[src/rtl/bpred_gshare_ras.sv]
// Branch predictor for fetch stage F0: tagged direct-mapped BTB, 2-bit PHT (bimodal/gshare) and a
// return address stack, trained non-speculatively from the execute stage.
module bpred_gshare_ras #(
  parameter int BTB_ENTRIES = 64,
  parameter int PHT_ENTRIES = 256,
  parameter int GHR_BITS    = 8,
  parameter int RAS_DEPTH   = 4,
  parameter int MODE        = 2
) (
  input  logic        clk,
  input  logic        rst,
  input  logic        fetchValid,
  input  logic [31:0] fetchPc,
  output logic        fetchHit,
  output logic [31:0] fetchTarget,
  input  logic        exValid,
  input  logic [31:0] exPc,
  input  logic        exBranch,
  input  logic        exIsCall,
  input  logic        exIsRet,
  input  logic        exTaken,
  input  logic [31:0] exTarget
);
  localparam int BI = $clog2(BTB_ENTRIES);
  localparam int TW = 30 - BI;
  localparam int PI = $clog2(PHT_ENTRIES);
  localparam int RP = (RAS_DEPTH > 1) ? $clog2(RAS_DEPTH) : 1;
  localparam int RC = $clog2(RAS_DEPTH + 1);
  localparam logic [1:0] T_BR = 2'd0, T_JMP = 2'd1, T_CALL = 2'd2, T_RET = 2'd3;

  logic          btbValid  [BTB_ENTRIES];
  logic [TW-1:0] btbTag    [BTB_ENTRIES];
  logic [31:0]   btbTarget [BTB_ENTRIES];
  logic [1:0]    btbType   [BTB_ENTRIES];
  logic [1:0]    pht       [PHT_ENTRIES];
  logic [GHR_BITS-1:0] ghr;
  logic [31:0]   rasMem    [RAS_DEPTH];
  logic [RP-1:0] rasPtr;
  logic [RC-1:0] rasCount;

  function automatic logic [1:0] satCount(input logic [1:0] c, input logic taken);
    if (taken) return (c == 2'd3) ? c : c + 2'd1;
    return (c == 2'd0) ? c : c - 2'd1;
  endfunction

  function automatic logic [RP-1:0] ptrInc(input logic [RP-1:0] p);
    return (p == RP'(RAS_DEPTH - 1)) ? '0 : p + RP'(1);
  endfunction

  function automatic logic [RP-1:0] ptrDec(input logic [RP-1:0] p);
    return (p == '0) ? RP'(RAS_DEPTH - 1) : p - RP'(1);
  endfunction

  // Lookup: purely combinational, reads pre-update state
  logic [BI-1:0] fIdx;
  logic [TW-1:0] fTag;
  logic [PI-1:0] fPhtIdx;
  logic          btbHit;
  logic [1:0]    fType;
  logic [31:0]   rasTop;
  logic          unusedFetchLsb;

  assign fIdx           = fetchPc[BI+1:2];
  assign fTag           = fetchPc[31:BI+2];
  assign fType          = btbType[fIdx];
  assign rasTop         = rasMem[ptrDec(rasPtr)];
  assign btbHit         = !rst && fetchValid && btbValid[fIdx] && (btbTag[fIdx] == fTag);
  assign unusedFetchLsb = ^fetchPc[1:0];

  always_comb begin
    fPhtIdx = fetchPc[PI+1:2];
    if (MODE == 2) fPhtIdx = fPhtIdx ^ PI'(ghr);
  end

  assign fetchHit    = btbHit && ((fType != T_BR) || (MODE == 0) || pht[fPhtIdx][1]);
  assign fetchTarget = !btbHit ? 32'd0 :
                       ((fType == T_RET) && (rasCount != '0)) ? rasTop : btbTarget[fIdx];

  // Update: next-state terms from the resolved instruction
  logic [BI-1:0] exIdx;
  logic [PI-1:0] exPhtIdx;
  logic [1:0]    exType;
  logic          doPop;
  logic [RP-1:0] ptrAfterPop, rasPtrNext;
  logic [RC-1:0] cntAfterPop, rasCountNext;

  assign exIdx  = exPc[BI+1:2];
  assign exType = exIsRet ? T_RET : exIsCall ? T_CALL : exBranch ? T_BR : T_JMP;
  assign doPop  = exIsRet && (rasCount != '0);

  always_comb begin
    exPhtIdx = exPc[PI+1:2];
    if (MODE == 2) exPhtIdx = exPhtIdx ^ PI'(ghr);
    ptrAfterPop  = doPop ? ptrDec(rasPtr) : rasPtr;
    cntAfterPop  = doPop ? rasCount - RC'(1) : rasCount;
    rasPtrNext   = ptrAfterPop;
    rasCountNext = cntAfterPop;
    if (exIsCall) begin
      rasPtrNext   = ptrInc(ptrAfterPop);
      rasCountNext = (cntAfterPop == RC'(RAS_DEPTH)) ? cntAfterPop : cntAfterPop + RC'(1);
    end
  end

  always_ff @(posedge clk) begin
    if (rst) begin
      for (int i = 0; i < BTB_ENTRIES; i++) btbValid[i] <= 1'b0;
      for (int i = 0; i < PHT_ENTRIES; i++) pht[i] <= 2'b01;
      ghr      <= '0;
      rasPtr   <= '0;
      rasCount <= '0;
    end else if (exValid) begin
      if (exBranch && (MODE != 0)) pht[exPhtIdx] <= satCount(pht[exPhtIdx], exTaken);
      if (exBranch && (MODE == 2)) ghr <= GHR_BITS'({ghr, exTaken});
      if (exTaken) btbValid[exIdx] <= 1'b1;
      rasPtr   <= rasPtrNext;
      rasCount <= rasCountNext;
    end
  end

  // Payload storage carries no reset; validity and RAS count gate its use
  always_ff @(posedge clk) begin
    if (exValid) begin
      if (exTaken) begin
        btbTag[exIdx]    <= exPc[31:BI+2];
        btbTarget[exIdx] <= exTarget;
        btbType[exIdx]   <= exType;
      end
      if (exIsCall) rasMem[ptrAfterPop] <= exPc + 32'd4;
    end
  end
endmodule
[config.mk]
export PLATFORM = sky130hd
export DESIGN_NAME = bpred_gshare_ras
export DESIGN_NICKNAME = d
export VERILOG_FILES = /design/src/rtl/bpred_gshare_ras.sv
export SDC_FILE = /design/constraint.sdc
export NUM_CORES = 2
export LEC_CHECK = 0
export ABC_CLOCK_PERIOD_IN_PS = 14300
export BUFFER_PORTS_ARGS = -buffer_cell sky130_fd_sc_hd__buf_2
export CAP_MARGIN = 40
export CORE_MARGIN = 3
export CORE_UTILIZATION = 55
export DETAILED_ROUTE_END_ITERATION = 10
export MAX_ROUTING_LAYER = met4
export PLACE_DENSITY_LB_ADDON = 0.12
export SLEW_MARGIN = 30
export SYNTH_ARGS = -nofsm -noshare
export SYNTH_HDL_FRONTEND = slang
export SYNTH_MEMORY_MAX_BITS = 65536
export SYNTH_SLANG_ARGS = --single-unit
[constraint.sdc]
create_clock -name clk -period 14.3 [get_ports clk]
set_clock_uncertainty 0.2 [all_clocks]
set_input_delay 1.43 -clock clk [delete_from_list [all_inputs] [get_ports clk]]
set_output_delay 1.43 -clock clk [all_outputs]
set_load 0.02 [all_outputs]
==> metrics.txt <==
outcome=finished, final reports clean; most frequent cells after synthesis=4352 x edfxtp_1, 1249 x mux4_2, 343 x nand3_1; count of pins over their slew limit=0; post-synthesis net count=about 8900; via/cell ratio=~7.0; TNS Setup=0 ns; DRC viols=0; first-pass GRT wire length=751.5 mm; H-tree levels=5; GRT overflow=0; CTS max path bufs=4; initial antenna violation count=21; Slew @ Worst Pin=a little over 1 ns; Synth top area share=0.7302; post-CTS setup buffers=0; CP required=between 10 and 15 ns; fin nets=between 9000 and 10000; P&R area growth vs syn=13.01%; Die W=around 580 µm; Crit-path slowest cell=or4_4; HPWL Detailed=310.3 mm; Root Driver=clkbuf_16; Internal Pwr Total=approximately 22 mW; pwr dens=about 140 mW/mm²; final hold vios=0; nature of the critical path startpoint=primary input; IO Port Bufs=~130; crit path kind=in2out; arrival time at the worst endpoint=7.66 ns; ranking of synthesized cells by area=edfxtp_1 73%, mux4_2 16%, mux2i_1 1.3%; Top FF cell, synth=edfxtp_1; cts hold-fix bufs=0; setup violators final=0; initial core utilization=0.5550; top-count cell post-synth=edfxtp_1; clk sinks=approximately 4400; share of layout cells above drive strength 1=0.2798; post-layout min period=between 9 and 10 ns; first drt pass iteration count=8; peak supply drop=113.9 µV; Vias=roughly 97000; kind of end point of the critical path=output port; clock share of power=0.419; f_max=about 0.11 GHz; Chip Height=just under 600 µm; Max-Slew Margin vs Limit=0.3152; Avg WL per Cell=between 30 and 40 µm; Layout fillers=21900; RSZ-0062 raised after global routing=no; routed wire length=543.2 mm; CTS Buf Count=between 400 and 500; EDFF count, synth=roughly 4400; Placer Congestion=0.8977; post-synth top area cell=edfxtp_1; largest net degree at the start of global routing=roughly 150; core region area=~0.32 mm²; ys async rst share=0; Hold Slack=roughly 0.27 ns; CP Max Fanout=59; Largest stage delay, worst path=0.88 ns; Flop pwr share=0.518; Syn Std Cell Area=0.1790 mm²; CTS tree=built; Ports=137; CTS clock-pin slew for the worst setup and hold paths=about 0.06 ns; Total GRT Usage=0.3375; Leakage=63.78 nW; Starting DRT DRC Count=15660; CP cell instances=buf_8 -> buf_4 -> buf_4 -> mux4_2 -> mux4_2 -> mux2i_1 -> mux2i_1 -> xor2_1 -> a211oi_1 -> nand4_1 -> or4_4 -> nor3_1 -> buf_2; Unique masters post-synth=88; cell count after synthesis=~8700; Worst-Skew Late Latency=0.99 ns; Die Footprint=~0.33 mm²; #FFs+latches synth=between 4000 and 5000; syn_area_per_cell=~20 µm²; Hold WC Path Type=reg2reg; Seq/Total Area, Yosys=0.7388; vias in the first global route=94290; Switching Share=0.2193; row count=approximately 210; Final Cycle Share=0.6494; Switching Power=just over 6 mW; YS warnings=0; Comb pwr share=0.063; post-cts resize count=0; # Max-Cap Violations=0; DRT antenna net count=0
==> cells by family (layout without fill, tap and decap cells) <==
logic type                 Yosys count  in the layout  synth area share
other                                0             22                 0
DFF                               4429           4429            0.7388
AOI/OAI and AO/OA                  615            615           0.02518
and+or+nand+nor                   1430           1430           0.03824
muxes                             1527           1527            0.1741
buffers and inverters              646           1404           0.01866
xor gates and xnor gates            82             82          0.004181
adders and majority gates           12             12         0.0008180
==> cell usage in the layout (no fill, tap or decap), types with 64 or more instances in the layout <==
| cell type | n |
|---|---|
| edfxtp_1 | 4352 |
| mux2i_1 | 238 |
| nor3_1 | 258 |
| clkinv_2 | 83 |
| clkbuf_16 | 448 |
| dfxtp_1 | 76 |
| buf_4 | 306 |
| nor2_1 | 251 |
| clkinv_1 | 107 |
| nand3_1 | 342 |
| mux4_2 | 1249 |
| nor2_4 | 64 |
| a21o_1 | 171 |
| nand2_1 | 268 |
| clkbuf_1 | 80 |
| buf_2 | 114 |
==> final cells by class <==
class / count / area, µm² / share of cell area
inverter: 18 / 82.58 / 0.0004083
timing repair buffer: 574 / 5959 / 0.02947
antenna: 22 / 55.05 / 0.0002722
clock inverter: 281 / 2825 / 0.01397
clock buffer: 531 / 11550 / 0.05712
sequential: 4429 / 132200 / 0.6538
multi-input combinational: 3666 / 44160 / 0.2183
tap: 4305 / 5386 / 0.02663
==> routing by layer <==
metal / share of wire / GRT usage
met2: 0.47 / 0.5067
met1: 0.37 / 0.4626
met3: 0.12 / 0.07540
met5: 0 / -
met4: 0.043 / 0.1189
==> power by group through the flow <==
stage	combinational, mW	sequential [mW]	clock (mW)
2_1_floorplan	1.03	14.6	0
3_3_place_gp	1.65	14.6	0
3_5_place_dp	1.72	14.6	0
4_1_cts	1.73	14.4	11.7
5_1_grt	1.83	14.4	12.3
6_report	1.76	14.4	11.6
==> path summary, 6_finish.rpt <==
kind                                            from                        to  slack [ns]  cells past startpoint
worst min-delay path            btbValid[35]$_DFF_P_      btbValid[35]$_DFF_P_        0.27                      2
worst max-delay path                      fetchPc[7]           fetchTarget[31]        5.01                     13
worst min register to register  btbValid[35]$_DFF_P_      btbValid[35]$_DFF_P_        0.27                      2
worst max register to register   ghr[0]$_SDFFE_PP0P_  pht[48][1]$_SDFFCE_PN0P_        8.17                     14
==> through the flow <==
stage / instances / cell area [µm²] / util / power [mW] / setup WS, ns
after floorplan: 8741 / 179000 / - / 15.66 / 5.922
after global placement: 12860 / 185100 / 0.5739 / 16.29 / 4.671
after detailed placement: 12970 / 187300 / 0.5809 / 16.36 / 5.082
after CTS: 13780 / 201700 / 0.6255 / 27.82 / 5.078
after global routing: 13820 / 202200 / 0.6272 / 28.45 / 4.845
final: 13830 / 202200 / 0.6272 / 27.76 / 5.014
==> state kept, by name (all words and copies together) (netlist names) <==
name,cells
ghr,8
rasCount,3
btbTarget,2048
rasMem,128
btbTag,1536
rasPtr,2
btbType,128
btbValid,64
pht,512
==> worst max-delay path: cells and delay by family <==
kind	cells	cell delay, ns
buffers and inverters	4	2.14
AO/OA/AOI/OAI	1	0.28
XOR/XNOR	1	0.21
multiplexers	4	1.21
AND/OR/NAND/NOR	3	2.09
Note: power is estimated with default switching activity, not from simulation.
